`config.mk`:
```
export PLATFORM = sky130hd
export DESIGN_NAME = wave_voice_scheduler
export DESIGN_NICKNAME = d
export VERILOG_FILES = /design/src/rtl/wave_sched_pkg.sv /design/src/rtl/wave_voice_scheduler_phase_bank.sv /design/src/rtl/wave_voice_scheduler.sv
export SDC_FILE = /design/constraint.sdc
export NUM_CORES = 1
export LEC_CHECK = 0
export ABC_AREA = 1
export BUFFER_PORTS_ARGS = -buffer_cell sky130_fd_sc_hd__buf_2
export CAP_MARGIN = 20
export CORE_ASPECT_RATIO = 0.75
export CORE_MARGIN = 5
export CORE_UTILIZATION = 56
export DETAILED_ROUTE_END_ITERATION = 10
export PLACE_DENSITY = 0.8
export SLEW_MARGIN = 20
export SYNTH_ARGS = -nofsm -noshare
export SYNTH_HDL_FRONTEND = slang
export SYNTH_SLANG_ARGS = --single-unit
```
`constraint.sdc`:
```
create_clock -name clk -period 9.2 [get_ports clk]
set_input_delay 0.92 -clock clk [delete_from_list [all_inputs] [get_ports clk]]
set_output_delay 0.92 -clock clk [all_outputs]
set_load 0.02 [all_outputs]
```
`src/rtl/wave_sched_pkg.sv`:
```
// Shared types and constants for the wave voice scheduler.
// Optional build macro used by the top: WAVE_VOICE_GATE_EN (per-voice gate input).
package wave_sched_pkg;

    // Sequencer states. One voice costs ISSUE + WAIT + CAPTURE = 3 cycles.
    typedef enum logic [2:0] {
        IDLE    = 3'd0,
        ISSUE   = 3'd1,
        WAIT    = 3'd2,
        CAPTURE = 3'd3,
        DONE    = 3'd4
    } state_e;

    // Read latency of the external waveform table; the WAIT state covers it.
    localparam int ROM_LATENCY = 1;

    // Right-shift applied to the voice sum so the mix cannot overflow.
    function automatic int mix_shift(input int num_voices);
        return $clog2(num_voices);
    endfunction

endpackage

```
`src/rtl/wave_voice_scheduler_phase_bank.sv`:
```
// Per-voice tuning words and phase accumulators.
// One write port for tuning, one indexed table-address read, one indexed phase advance.
module phase_bank #(
    parameter int PHASE_WIDTH = 32,
    parameter int ADDR_WIDTH  = 8,
    parameter int NUM_VOICES  = 4
) (
    input  logic                          clk,
    input  logic                          reset,
    input  logic                          cfg_we,
    input  logic [$clog2(NUM_VOICES)-1:0] cfg_voice,
    input  logic [PHASE_WIDTH-1:0]        cfg_tuning,
    input  logic [$clog2(NUM_VOICES)-1:0] sel_voice,
    input  logic                          adv_en,
    output logic [ADDR_WIDTH-1:0]         sel_addr
);

    logic [PHASE_WIDTH-1:0] phase_q  [NUM_VOICES];
    logic [PHASE_WIDTH-1:0] phase_d  [NUM_VOICES];
    logic [PHASE_WIDTH-1:0] tuning_q [NUM_VOICES];
    logic [PHASE_WIDTH-1:0] tuning_d [NUM_VOICES];

    // Table address is the top ADDR_WIDTH bits of the selected phase.
    assign sel_addr = phase_q[sel_voice][PHASE_WIDTH-1 -: ADDR_WIDTH];

    // Next-state: tuning write and phase advance; the advance reads the old tuning.
    always_comb begin
        phase_d  = phase_q;
        tuning_d = tuning_q;
        if (cfg_we) begin
            tuning_d[cfg_voice] = cfg_tuning;
        end
        if (adv_en) begin
            phase_d[sel_voice] = phase_q[sel_voice] + tuning_q[sel_voice];
        end
    end

    // Register arrays with asynchronous clear.
    always_ff @(posedge clk or posedge reset) begin
        if (reset) begin
            for (int i = 0; i < NUM_VOICES; i++) begin
                phase_q[i]  <= '0;
                tuning_q[i] <= '0;
            end
        end else begin
            phase_q  <= phase_d;
            tuning_q <= tuning_d;
        end
    end

endmodule

```
`src/rtl/wave_voice_scheduler.sv`:
```
// Wave voice scheduler: shares one registered waveform table between NUM_VOICES
// oscillators and mixes them into one sample per sample_tick.
// Build macro WAVE_VOICE_GATE_EN adds a per-voice gate input.
// Handshake: sample_tick is accepted only in IDLE; a tick while busy (including the
// DONE cycle) is dropped and flagged on overrun. sample_valid pulses one cycle with
// sample_out updated on the same edge; there is no back-pressure.
module wave_voice_scheduler
    import wave_sched_pkg::*;
#(
    parameter int DATA_WIDTH  = 16,
    parameter int ADDR_WIDTH  = 8,
    parameter int PHASE_WIDTH = 32,
    parameter int NUM_VOICES  = 4
) (
    input  logic                          clk,
    input  logic                          reset,
    input  logic                          sample_tick,
    input  logic                          cfg_we,
    input  logic [$clog2(NUM_VOICES)-1:0] cfg_voice,
    input  logic [PHASE_WIDTH-1:0]        cfg_tuning,
`ifdef WAVE_VOICE_GATE_EN
    input  logic [NUM_VOICES-1:0]         gate,
`endif
    output logic [ADDR_WIDTH-1:0]         rom_addr,
    input  logic [DATA_WIDTH-1:0]         rom_dout,
    output logic [DATA_WIDTH-1:0]         sample_out,
    output logic                          sample_valid,
    output logic                          busy,
    output logic                          overrun,
    output state_e                        state_dbg
);

    localparam int VW    = $clog2(NUM_VOICES);
    localparam int SHIFT = mix_shift(NUM_VOICES);
    localparam int ACC_W = DATA_WIDTH + SHIFT;
    localparam logic [VW-1:0] LAST_VOICE = VW'(NUM_VOICES - 1);

    state_e                  state_q, state_d;
    logic [VW-1:0]           v_q, v_d;
    logic signed [ACC_W-1:0] acc_q, acc_d;
    logic [ADDR_WIDTH-1:0]   rom_addr_q, rom_addr_d;
    logic [DATA_WIDTH-1:0]   sample_out_q, sample_out_d;
    logic                    valid_q, valid_d;
    logic                    overrun_q, overrun_d;
    logic signed [ACC_W-1:0] contrib;
    logic [ADDR_WIDTH-1:0]   sel_addr;
    logic                    adv_en;

    phase_bank #(
        .PHASE_WIDTH (PHASE_WIDTH),
        .ADDR_WIDTH  (ADDR_WIDTH),
        .NUM_VOICES  (NUM_VOICES)
    ) u_phase_bank (
        .clk        (clk),
        .reset      (reset),
        .cfg_we     (cfg_we),
        .cfg_voice  (cfg_voice),
        .cfg_tuning (cfg_tuning),
        .sel_voice  (v_q),
        .adv_en     (adv_en),
        .sel_addr   (sel_addr)
    );

    // Sign-extended table word for the current voice, zeroed when gated off.
    always_comb begin
        contrib = {{SHIFT{rom_dout[DATA_WIDTH-1]}}, rom_dout};
`ifdef WAVE_VOICE_GATE_EN
        if (!gate[v_q]) begin
            contrib = '0;
        end
`endif
    end

    // Sequencer next-state and datapath updates.
    always_comb begin
        state_d      = state_q;
        v_d          = v_q;
        acc_d        = acc_q;
        rom_addr_d   = rom_addr_q;
        sample_out_d = sample_out_q;
        valid_d      = 1'b0;
        overrun_d    = sample_tick && (state_q != IDLE);
        adv_en       = 1'b0;
        case (state_q)
            IDLE: begin
                if (sample_tick) begin
                    acc_d   = '0;
                    v_d     = '0;
                    state_d = ISSUE;
                end
            end
            ISSUE: begin
                rom_addr_d = sel_addr;
                state_d    = WAIT;
            end
            WAIT: begin
                state_d = CAPTURE;
            end
            CAPTURE: begin
                acc_d  = acc_q + contrib;
                adv_en = 1'b1;
                if (v_q == LAST_VOICE) begin
                    state_d = DONE;
                end else begin
                    v_d     = v_q + 1'b1;
                    state_d = ISSUE;
                end
            end
            DONE: begin
                // Top DATA_WIDTH bits of the signed sum == acc >>> SHIFT, truncated.
                sample_out_d = acc_q[SHIFT +: DATA_WIDTH];
                valid_d      = 1'b1;
                state_d      = IDLE;
            end
            default: begin
                state_d = IDLE;
            end
        endcase
    end

    // State and output registers with asynchronous clear.
    always_ff @(posedge clk or posedge reset) begin
        if (reset) begin
            state_q      <= IDLE;
            v_q          <= '0;
            acc_q        <= '0;
            rom_addr_q   <= '0;
            sample_out_q <= '0;
            valid_q      <= 1'b0;
            overrun_q    <= 1'b0;
        end else begin
            state_q      <= state_d;
            v_q          <= v_d;
            acc_q        <= acc_d;
            rom_addr_q   <= rom_addr_d;
            sample_out_q <= sample_out_d;
            valid_q      <= valid_d;
            overrun_q    <= overrun_d;
        end
    end

    assign rom_addr     = rom_addr_q;
    assign sample_out   = sample_out_q;
    assign sample_valid = valid_q;
    assign overrun      = overrun_q;
    assign busy         = (state_q != IDLE);
    assign state_dbg    = state_q;

endmodule
```
**Word-level counts from Yosys, hierarchy flattened**

Index checks and enable logic that the tools add are counted.

- Bits in registers: 305
- Input bits: 54
- Output and inout bits: 30
- Logic and storage cells: 61

- Add/sub/neg operators: 3
- Magnitude comparators: 4
- Equal/unequal tests: 7
- Muxes and demuxes: 22
- Bitwise gates (word level): 2
- Reductions and logical operators: 8

Operators by type and width:

| cell | count |
|---|---|
| bitwise mux 128 bit | 2 |
| two-way mux 32 bit | 6 |
| binary-select mux 32 bit (select 2 bit) | 2 |
| demux 32 bit (select 2 bit) | 2 |
| one-hot mux 18 bit (2 select lines) | 1 |
| adder 32 bit | 1 |
| adder 18 x 16 -> 18 bit | 1 |
| two-way mux 18 bit | 1 |
| one-hot mux 3 bit (4 select lines) | 1 |
| == test 3 x 2 -> 1 bit, second input constant | 2 |
| greater-or-equal comparator 3 bit, second input constant | 2 |
| < comparator 3 x 1 -> 1 bit, second input constant | 2 |
| two-way mux 3 bit | 2 |
| NOT 2 -> 3 bit | 2 |
| two-way mux 2 bit | 2 |
| inequality test 2 bit, second input constant | 2 |
| one-hot mux 2 bit (2 select lines) | 1 |
| == test 3 x 1 -> 1 bit, second input constant | 1 |
| == test 3 bit, second input constant | 1 |
| logical AND 1 bit | 3 |
| zero test 3 bit | 1 |
| AND reduction 3 bit | 1 |
| nonzero test 3 bit | 1 |
| adder 2 x 1 -> 2 bit, second input constant | 1 |
| 4 further kinds | 5 |

**Logic depth before layout (Yosys ltp)**

Gate-level depths: netlist of the first run.

- Depth after elaboration: 6
- Mapped depth: 19
- Gate-level depth less buffers: 16

**By module**

From an unflattened synthesis of the first run, not the netlist that was laid out.

- Cells, all modules: 2052
- Area, all modules: 16094.2 µm²

Modules (own cells, without submodules):

| module | instances | cells each | area an instance (µm²) | seq. area each (µm²) |
|---|---|---|---|---|
| phase_bank | 1 | 1700 | 13198.9 | 6406.1 |
| wave_voice_scheduler | 1 | 352 | 2895.3 | 1226.2 |

**Worst setup path after synthesis of the first run**

Ideal clock, no wire load.

- Path type: register -> register
- Start point: reg v_q[0]
- End point: reg u_phase_bank.phase_q[48] in the netlist's numbering
- Library setup time: 83 ps
- Arrival: 2691 ps
- Required time: 9117 ps
- Setup slack: 6427 ps
- Stages on the path, launching flop included: 16
- Buffers on the path: 4
- Period minus slack after synthesis: 2773 ps
- Cell sequence: dfrtp_1 > buf_2 > buf_2 > buf_2 > buf_2 > nor2_1 > o22ai_1 > ha_1 > fa_1 > nand3_1 > nand3_1 > a21oi_1 > nor2_1 > o21ai_1 > nand3_1 > o21ai_0

- Longest elaborated chain between the ends: 6
- Elaborated cells on any way between the ends: 14
- Those cells by class: add/sub (1); order compare (2); mux (9); bitwise (1); reduce/logical (1)

Ends and longest elaborated chain:

| item | RTL line | source |
|---|---|---|
| start, declared | wave_voice_scheduler.sv:39 | `logic [VW-1:0] v_q, v_d;` |
| start signal, assigned | wave_voice_scheduler.sv:133 | `v_q <= v_d;` |
| NOT 2 -> 3 bit (implied by the code) (*) | wave_voice_scheduler_phase_bank.sv:34 | `phase_d[sel_voice] = phase_q[sel_voice] + tuning_q[sel_voice];` |
| binary-select mux 32 bit (select 2 bit), or another cell as far along | wave_voice_scheduler_phase_bank.sv:34 |  |
| two-way mux 32 bit (implied by the code) or logical AND 1 bit (tied branches) | wave_voice_scheduler_phase_bank.sv:34 |  |
| two-way mux 32 bit (implied by the code) | wave_voice_scheduler_phase_bank.sv:34 |  |
| adder 32 bit or demux 32 bit (select 2 bit) (tied branches) | wave_voice_scheduler_phase_bank.sv:34 |  |
| bitwise mux 128 bit (*) | wave_voice_scheduler_phase_bank.sv:34 |  |
| end signal, assigned | wave_voice_scheduler_phase_bank.sv:46 | `phase_q <= phase_d;` |
| end, declared | wave_voice_scheduler_phase_bank.sv:18 | `logic [PHASE_WIDTH-1:0] phase_q [NUM_VOICES];` |

Mark *: on every way between the ends. The rest lies on a longest branch, timed or not. The select of a mux whose other input is x is not followed.
A chain may end at the register's enable or synchronous reset.

**Worst setup path after layout of the first run**

- Start point: reg v_q[0]
- End point: reg u_phase_bank.phase_q[31] in the netlist's numbering

The elaborated chain is that of the path after synthesis.

==> results of run 1 <==
==> worst max-delay path, stage by stage (launching register included) <==
cell and delay (ns):
dfrtp_4 0.72, inv_4 0.44, buf_4 0.80, o21ai_0 0.17, o22ai_1 0.49, ha_1 0.38
a21o_1 0.20, nor2_1 0.12, nand2_1 0.06, a21oi_1 0.30, nand3_1 0.25, nand3_1 0.15
nand2_1 0.06
==> flip-flops by register name (all words and copies together), names as in the netlist <==
name and cells:
v_q 2, u_phase_bank.phase_q 128, sample_out 16, acc_q 18, u_phase_bank.tuning_q 128, rom_addr 8
state_dbg 3, overrun 1, sample_valid 1
==> path summary, 6_finish.rpt <==
check | slack, ns | startpoint | endpoint
worst max-delay path | 4.84 | v_q[0]$_DFFE_PP0P_ | u_phase_bank.phase_q[31]$_DFFE_PP0P_
worst min-delay path | 0.47 | sample_out[14]$_DFFE_PP0P_ | sample_out[14]$_DFFE_PP0P_
worst max register to register | 4.84 | v_q[0]$_DFFE_PP0P_ | u_phase_bank.phase_q[31]$_DFFE_PP0P_
worst min register to register | 0.47 | sample_out[14]$_DFFE_PP0P_ | sample_out[14]$_DFFE_PP0P_
max in group asynchronous | 7.11 | reset | u_phase_bank.tuning_q[61]$_DFFE_PP0P_
min in group asynchronous | 0.59 | reset | u_phase_bank.tuning_q[1]$_DFFE_PP0P_
==> per-stage QoR <==
stage / util (%) / setup WS, ns / instances / cell area, um2 / hold WS (ns)
after detailed placement: 59.4 / 5.03 / 2545 / 16800 / 0.456
after floorplan: - / 4.22 / 2156 / 16200 / 0.437
after global placement: 59.4 / 5.13 / 2545 / 16800 / 0.449
after CTS: 62.8 / 5.02 / 2601 / 17700 / 0.474
final: 62.8 / 4.84 / 2601 / 17700 / 0.470
after global routing: 62.8 / 4.56 / 2601 / 17700 / 0.491
==> cell type report <==
cell class | instances | area (um2)
clock buffer | 45 | 887
clock inverter | 11 | 73.8
fill | 2492 | 10500
inverter | 204 | 777
multi-input combinational | 1556 | 7370
sequential | 305 | 7640
tap | 385 | 482
timing repair buffer | 95 | 518
==> cells by family (layout without fill, tap and decap cells) <==
family	after synthesis	after routing	share of synthesized area, %
AND/OR/NAND/NOR	1018	1018	25.1
XOR/XNOR	19	19	1.03
AO/OA/AOI/OAI	465	465	15.1
buffers and inverters	295	355	7.27
flip-flops	305	305	47.2
adder cells (fa/ha/maj)	54	54	4.27
==> metal layers <==
layer / vias up / track usage [%] / wire, um
met2: 650 / 39.5 / 18000
li1: 7040 / - / -
met3: 56 / 5.31 / 3930
met1: 6972 / 39.9 / 19800
met4: 0 / 4.53 / 481
met5: - / 0 / 0
==> synth_stat cells, types with 4 or more instances <==
cell | number | area (um2)
a21oi_1 | 51 | 255
buf_2 | 17 | 85.1
buf_6 | 4 | 45.0
clkbuf_1 | 64 | 240
dfrtp_1 | 305 | 7630
ha_1 | 52 | 651
inv_1 | 195 | 732
inv_2 | 6 | 22.5
nand2_1 | 700 | 2630
nand3_1 | 118 | 591
nand4_1 | 5 | 31.3
nor2_1 | 179 | 672
nor3_1 | 4 | 20.0
o21ai_0 | 328 | 1640
o21ai_1 | 16 | 80.1
o22ai_1 | 60 | 375
xnor2_1 | 12 | 105
xor2_1 | 7 | 61.3
==> cells in the final DEF, fill, tap and decap left out, types with 2 or more instances in the layout <==
cell,synthesis,routed
buf_2,17,83
xnor2_1,12,12
clkbuf_1,64,7
nand3b_1,3,3
nand3_1,118,114
nand4_1,5,5
inv_2,6,6
nor2_1,179,179
dfrtp_1,305,303
nand2_1,700,700
clkinv_2,0,8
or2_2,2,2
a21oi_1,51,51
buf_4,3,11
nand2_2,3,3
ha_1,52,52
a21o_1,3,3
xor2_1,7,7
clkbuf_16,0,30
o22ai_1,60,60
o21ai_1,16,16
inv_4,2,3
fa_1,2,2
o21bai_1,3,3
clkbuf_8,0,8
o21ai_0,328,328
nor3_1,4,4
nand3_2,0,4
inv_1,195,193
==> metrics.md, run 1 <==
| Metric | Value |
|---|---|
| Setup tns final | 0 ns |
| Top FF cell, synth | dfrtp_1 |
| Die Width | around 210 um |
| FMAX | 0.229 GHz |
| Starting Density | between 50% and 60% |
| CP Capture Type | flop |
| Core Region | between 20000 and 30000 um2 |
| Layout Nets | 2300 |
| WL/cell | 16.2 um |
| Worst setup SP type | flop |
| Drt first pass iters | 5 |
| Final setup viols | 0 |
| Routed vias/inst | around 5.7 |
| Clock Latency Late Sink | 0.58 ns |
| Placed wire-length estimate | ~28000 um |
| Boundary pin count | 84 |
| Syn Inst Count | around 2200 |
| FF+latch count, synth | ~300 |
| Remaining routing DRC violations | 0 |
| Hold path depth | 2 |
| Yosys Warn Count | 0 |
| Number of global-route vias before repair | about 14000 |
| CTS tree | built |
| Crit path kind | flop to flop |
| Fraction of layout instances using a drive strength above 1 | 7.72% |
| Reg2Reg Depth | 12 |
| Hold Violations, Final | 0 |
| Grt ovf | 0 |
| Setup Skew | roughly 0.018 ns |
| Worst-case clock buffer depth | 3 |
| Antenna Cells | 0 |
| Port bufs | 83 |
| CP max FO | a little over 90 |
| Cell Area, Synth | around 16000 um2 |
| Worst-margin pin slew | approximately 1.0 ns |
| Status | finished clean |
| Headroom to the max-slew limit | a little under a third |
| TritonCTS buffer count | 30 |
| First-pass GRT wire length | around 70000 um |
| Routability cong. | between 1 and 1.5 |
| Clk sinks | 305 |
| Sequential area share after synthesis | a little under half |
| CTS Root Cell | clkbuf_16 |
| Distinct cells, synth | 36 |
| Initial antenna violation count | 0 |
| Hold buffer count at CTS | 0 |
| H-tree depth | 1 |
| Post-synth ARST share | 100% |
| Largest net degree at the start of global routing | between 150 and 200 |
| Initial drt markers | around 1700 |
| Post-synth EDFFs | 0 |
| Average size of a mapped cell | between 7 and 8 um2 |
| Site Rows | between 50 and 60 |
| Slew Viols, Final | 0 |
| Antenna-violating nets left | 0 |
| Die height | 157 um |
| Tmin final | between 4 and 5 ns |
| Worst-path clk slew | 0.06 ns |
| Post-Syn Nets | around 2300 |
| Detailed Route WL | roughly 42000 um |
| Post-CTS sizing | 0 |
| Tcrit/Tclk final | a little under half |
| Total GRT Usage | a little over a quarter |
| CP required | ~9.7 ns |
| Crit path DAT | between 4 and 5 ns |
| Die area | 32400 um2 |
| Syn-to-layout area delta | 9.83% |
| Hold Path Class | flop to flop |
| Max Cap Violations | 0 |
| Vias | 14700 |
| Post-CTS setup buffers | 0 |
| RSZ-0062 raised after global routing | false |
Power of run 1 is left out: the tool's default activity adds up to more than one toggle a clock period on the data nets, which glitch-free logic cannot reach.
==> inputs of run 2 (changes only) <==
--- a/config.mk
+++ b/config.mk
@@ -10,9 +10,9 @@
 export CAP_MARGIN = 20
 export CORE_ASPECT_RATIO = 0.75
 export CORE_MARGIN = 5
-export CORE_UTILIZATION = 56
+export CORE_UTILIZATION = 60
 export DETAILED_ROUTE_END_ITERATION = 10
-export PLACE_DENSITY = 0.8
+export PLACE_DENSITY = 0.81
 export SLEW_MARGIN = 20
 export SYNTH_ARGS = -nofsm -noshare
 export SYNTH_HDL_FRONTEND = slang
==> constraint.sdc (replaced) <==
create_clock -name clk -period 4.3 [get_ports clk]
set_input_delay 0.43 -clock clk [delete_from_list [all_inputs] [get_ports clk]]
set_output_delay 0.43 -clock clk [all_outputs]
set_load 0.02 [all_outputs]
==> metrics.md, run 2 (synthesized netlist as in run 1, its figures left out) <==
| Metric | Value |
|---|---|
| Grt ovf | 0 |
| Port bufs | 83 |
| Routed vias/inst | around 5.7 |
| FMAX | about 0.30 GHz |
| Post-place setup slack | 1.00 ns |
| Placed wire-length estimate | ~29000 um |
| Die Width | ~200 um |
| Placed cell count | 2519 |
| RSZ-0062 raised after global routing | false |
| FF/Latch Area | about 7600 um2 |
| Most frequent cells in the layout | nand2_1 (700), o21ai_0 (328), dfrtp_1 (303) |
| First-pass GRT wire length | 69700 um |
| Worst-path clk slew | 0.06 ns |
| Clk sinks | between 300 and 400 |
| Commonest non-fill, non-tap cell in the layout | nand2_1 |
| Layout Nets | about 2300 |
| Number of global-route vias before repair | about 14000 |
| Remaining routing DRC violations | 0 |
| Worst-case clock buffer depth | 3 |
| Clock Latency Late Sink | ~0.57 ns |
| Worst setup margin | between 0.9 and 1 ns |
| Core Region | between 20000 and 30000 um2 |
| Fin cells | 2573 |
| Tcrit/Tclk final | approximately 80% |
| Slew Viols, Final | 0 |
| CP max FO | 67 |
| Reg2reg start | v_q[0]$_DFFE_PP0P_ |
| Total GRT Usage | 27.6% |
| Die area | roughly 30000 um2 |
| Detailed Route WL | between 40000 and 50000 um |
| Hold Slack | 0.00208 ns |
| CTS tree | built |
| Syn-to-layout area delta | 10.4% |
| Boundary pin count | 84 |
| Crit path kind | flop to flop |
| Vias | 14700 |
| Worst-margin pin slew | 0.925 ns |
| Antenna-violating nets left | 0 |
| Post-CTS sizing | 0 |
| Hold Violations, Final | 0 |
| Hold buffer count at CTS | 0 |
| Setup Skew | 0.0178 ns |
| CP Capture Type | flop |
| WL/cell | around 17 um |
| Max Cap Violations | 0 |
| Cell area after layout | between 15000 and 20000 um2 |
| Largest net degree at the start of global routing | ~130 |
| Antenna Cells | 0 |
| RR Endpoint | u_phase_bank.phase_q[93]$_DFFE_PP0P_ |
| Final setup viols | 0 |
| Status | finished clean |
| Top Registers | u_phase_bank.phase_q: 128 flops, u_phase_bank.tuning_q: 128 flops, acc_q: 18 flops |
| Routability cong. | roughly 1.0 |
| Hold Path Class | primary input to async pin |
| Multi-input logic area | 7370 um2 |
| Dpl cell area | ~17000 um2 |
| Post-CTS setup buffers | 0 |
| Starting Density | 60.4% |
| Fraction of layout instances using a drive strength above 1 | under 10% |
| Worst path slowest cell | inv_4 |
| Initial drt markers | 1639 |
| Fill cells | approximately 2300 |
| TritonCTS buffer count | 29 |
| Reg-to-reg slack, setup | 0.93 ns |
| Site Rows | 52 |
| H-tree depth | 1 |
| Headroom to the max-slew limit | a little under two fifths |
| Die height | approximately 150 um |
| Critical Path Max Stage Delay | approximately 0.5 ns |
| Crit path DAT | between 3 and 4 ns |
| CP cell instances | inv_4 > buf_12 > buf_12 > o21ai_0 > o22ai_1 > ha_1 > nand2_1 > nor2_1 > nand2_1 > inv_1 > a21oi_1 > nand3_1 > nand3_1 > nand2_1 |
| Top cell by count, worst path | nand2_1 |
| Reg2Reg Depth | 14 |
| Tmin final | approximately 3.4 ns |
| CP required | ~4.8 ns |
| CTS Root Cell | clkbuf_16 |
| Worst setup SP type | flop |
| Initial antenna violation count | 0 |
| Drt first pass iters | 6 |
run 2: changes by cell type in the layout (fill, tap and decap cells not counted), sizes merged:
cell	delta
clkinv	-6
bufinv	+1
clkinvlp	+1
buf	+8
clkbuf	+2
run 2: through the flow:
stage | utilization (%) | setup TNS [ns]
global placement | 63.1 | 0
CTS | 66.7 | 0
global route | 66.7 | 0
finish | 66.7 | 0
floorplan | - | -57.03
detailed placement | 63.1 | 0
run 2: per-layer routing:
metal	wire length (um)	global-route usage [%]
met3	3770	4.09
met1	19900	43.9
met4	732	6.21
met5	0	0
met2	18400	40.3
run 2: worst max path at each step:
stage,endpoint,startpoint,slack (ns),depth (start not counted)
detailed placement,u_phase_bank.phase_q[92]$_DFFE_PP0P_,v_q[0]$_DFFE_PP0P_,1.00,15
global placement,u_phase_bank.phase_q[61]$_DFFE_PP0P_,v_q[0]$_DFFE_PP0P_,1.06,17
global route,u_phase_bank.phase_q[93]$_DFFE_PP0P_,v_q[0]$_DFFE_PP0P_,0.65,17
floorplan,acc_q[0]$_DFFE_PP0P_,reset,-0.19,1
finish,u_phase_bank.phase_q[93]$_DFFE_PP0P_,v_q[0]$_DFFE_PP0P_,0.93,14
CTS,u_phase_bank.phase_q[28]$_DFFE_PP0P_,v_q[0]$_DFFE_PP0P_,0.99,14
run 2: final cells by class:
class | instances | area share [%]
tap | 351 | 2.46
sequential | 305 | 42.8
timing repair buffer | 103 | 3.66
clock inverter | 7 | 0.435
inverter | 204 | 4.36
clock buffer | 47 | 4.95
multi-input combinational | 1556 | 41.3
run 2: worst max-delay path: cells and delay by family (launching register included):
family          cells  cell delay (ns)
flops               1             0.50
fa+ha+maj           1             0.35
simple gates        6             0.74
buf+inv             4             1.01
compound gates      3             0.61
Power of run 2 is left out for the same reason.
==> inputs of run 3 (changes only) <==
==> constraint.sdc (replaced) <==
create_clock -name clk -period 3.4 [get_ports clk]
set_input_delay 0.34 -clock clk [delete_from_list [all_inputs] [get_ports clk]]
set_output_delay 0.34 -clock clk [all_outputs]
set_load 0.02 [all_outputs]
==> metrics.md, run 3 (synthesized netlist as in run 1, its figures left out) <==
| Metric | Value |
|---|---|
| Routability cong. | roughly 1 |
| First-pass GRT wire length | about 71000 um |
| Antenna-violating nets left | 0 |
| Multi-input logic area | 7380 um2 |
| Status | finished clean |
| Clk sinks | roughly 310 |
| WHS Endpoint | u_phase_bank.tuning_q[60]$_DFFE_PP0P_ |
| Core Region | ~27000 um2 |
| Fraction of layout instances using a drive strength above 1 | under 10% |
| WL/cell | ~17 um |
| Headroom to the max-slew limit | roughly 53% |
| Die Width | 200 um |
| Initial antenna violation count | 1 |
| Clock Latency Late Sink | 0.57 ns |
| RR Endpoint | u_phase_bank.phase_q[75]$_DFFE_PP0P_ |
| Tcrit/Tclk final | a little over nine tenths |
| Worst setup SP type | flop |
| Boundary pin count | between 80 and 90 |
| Site Rows | between 50 and 60 |
| Die area | between 30000 and 40000 um2 |
| Max Cap Violations | 0 |
| Worst-case clock buffer depth | 3 |
| Detailed Route WL | between 40000 and 50000 um |
| RSZ-0062 raised after global routing | false |
| Fill cells | 2246 |
| Drt first pass iters | 5 |
| Layout Nets | ~2300 |
| CTS tree | built |
| Placed cell count | roughly 2500 |
| Reg2Reg Depth | 14 |
| CTS Root Cell | clkbuf_16 |
| Grt ovf | 0 |
| Hold Path Class | primary input to flop |
| Worst-path clk slew | 0.06 ns |
| Routed vias/inst | between 5 and 6 |
| Remaining routing DRC violations | 0 |
| Post-place setup slack | roughly 0.33 ns |
| Setup Skew | between 0.01 and 0.015 ns |
| Starting Density | between 60% and 70% |
| Vias | ~15000 |
| CP max FO | between 60 and 70 |
| Most frequent cells in the layout | nand2_1 (700), o21ai_0 (328), dfrtp_1 (303) |
| Hold wc startpoint | cfg_tuning[28] |
| FMAX | 0.312 GHz |
| Slew Viols, Final | 0 |
| Initial drt markers | 1637 |
| Top Registers | u_phase_bank.phase_q: 128 flops, u_phase_bank.tuning_q: 128 flops, acc_q: 18 flops |
| Syn-to-layout area delta | 11.7% |
| TritonCTS buffer count | 30 |
| Crit path kind | flop to flop |
| CP required | a little under 4 ns |
| Hold Slack | around 0.08 ns |
| Crit path DAT | about 3.7 ns |
| Die height | ~150 um |
| Number of global-route vias before repair | about 14000 |
| Fin cells | 2581 |
| Total GRT Usage | between 20 and 30% |
| Port bufs | a little over 80 |
| Worst setup margin | about 0.20 ns |
| Post-CTS setup buffers | 0 |
| Tmin final | roughly 3.2 ns |
| CP Capture Type | flop |
| H-tree depth | 1 |
| Reg2reg start | v_q[0]$_DFFE_PP0P_ |
| Reg-to-reg slack, setup | 0.20 ns |
| Hold path depth | 3 |
| Commonest non-fill, non-tap cell in the layout | nand2_1 |
| Hold Violations, Final | 0 |
| Final core utilization | 67.5% |
| Largest net degree at the start of global routing | 99 |
| FF/Latch Area | around 7600 um2 |
| Final setup viols | 0 |
| Worst-margin pin slew | about 0.71 ns |
| Placed wire-length estimate | 29000 um |
[run 3: cell count changes in the layout (fill, tap and decap cells not counted), sizes merged, moves of 2 or more]
| cell | change |
|---|---|
| clkinvlp | +2 |
| bufinv | +5 |
| buf | +7 |
| clkinv | +4 |
| clkbuf | -13 |
[run 3: final cells by class]
cell class	instances	area share (%)
clock buffers	34	4.46
clock inverters	19	1.52
inverters	204	4.30
diodes	1	0.0139
flip-flops and latches	305	42.3
multi-input cells	1556	40.9
well taps	351	2.43
repair buffers	111	4.10
[run 3: worst max-delay path, cell delays in order, from the launching register on]
cell	delay, ns
dfrtp_4	0.50
inv_4	0.22
buf_12	0.28
nor2_1	0.08
o22ai_1	0.34
ha_1	0.35
nand2_1	0.13
inv_1	0.07
nand2_1	0.06
nand2_1	0.08
inv_1	0.06
nand3_1	0.22
xor2_1	0.49
nand2_1	0.10
nand2_1	0.09
[run 3: layer usage]
| layer | GRT usage (%) | vias up | wire length (um) |
|---|---|---|---|
| li1 | - | 7076 | - |
| met1 | 44.2 | 7000 | 20500 |
| met2 | 40.2 | 669 | 18100 |
| met3 | 7.18 | 65 | 4400 |
| met4 | 5.66 | 2 | 658 |
| met5 | 0 | - | 13 |
[run 3: worst max path at each step]
stage                  startpoint                                     to  slack (ns)
4_1_cts        v_q[0]$_DFFE_PP0P_   u_phase_bank.phase_q[75]$_DFFE_PP0P_        0.29
6_report       v_q[0]$_DFFE_PP0P_   u_phase_bank.phase_q[75]$_DFFE_PP0P_        0.20
2_1_floorplan               reset                   acc_q[0]$_DFFE_PP0P_        -1.0
3_5_place_dp   v_q[0]$_DFFE_PP0P_   u_phase_bank.phase_q[75]$_DFFE_PP0P_        0.33
5_1_grt        v_q[0]$_DFFE_PP0P_   u_phase_bank.phase_q[94]$_DFFE_PP0P_       0.008
3_3_place_gp   v_q[0]$_DFFE_PP0P_  u_phase_bank.phase_q[109]$_DFFE_PP0P_        0.35
[run 3: through the flow]
stage          cell area, um2  TNS (ns)
2_1_floorplan           16200   -304.08
3_3_place_gp            17000         0
3_5_place_dp            17000         0
4_1_cts                 18000         0
5_1_grt                 18100         0
6_report                18100         0
[run 3: what timing repair did]
action	4_1_cts	5_1_grt
hold buffers	1	0
resized for setup	0	1
setup endpoints to repair	0	2
endpoints found under the hold margin	23	0
Power of run 3 is left out for the same reason.
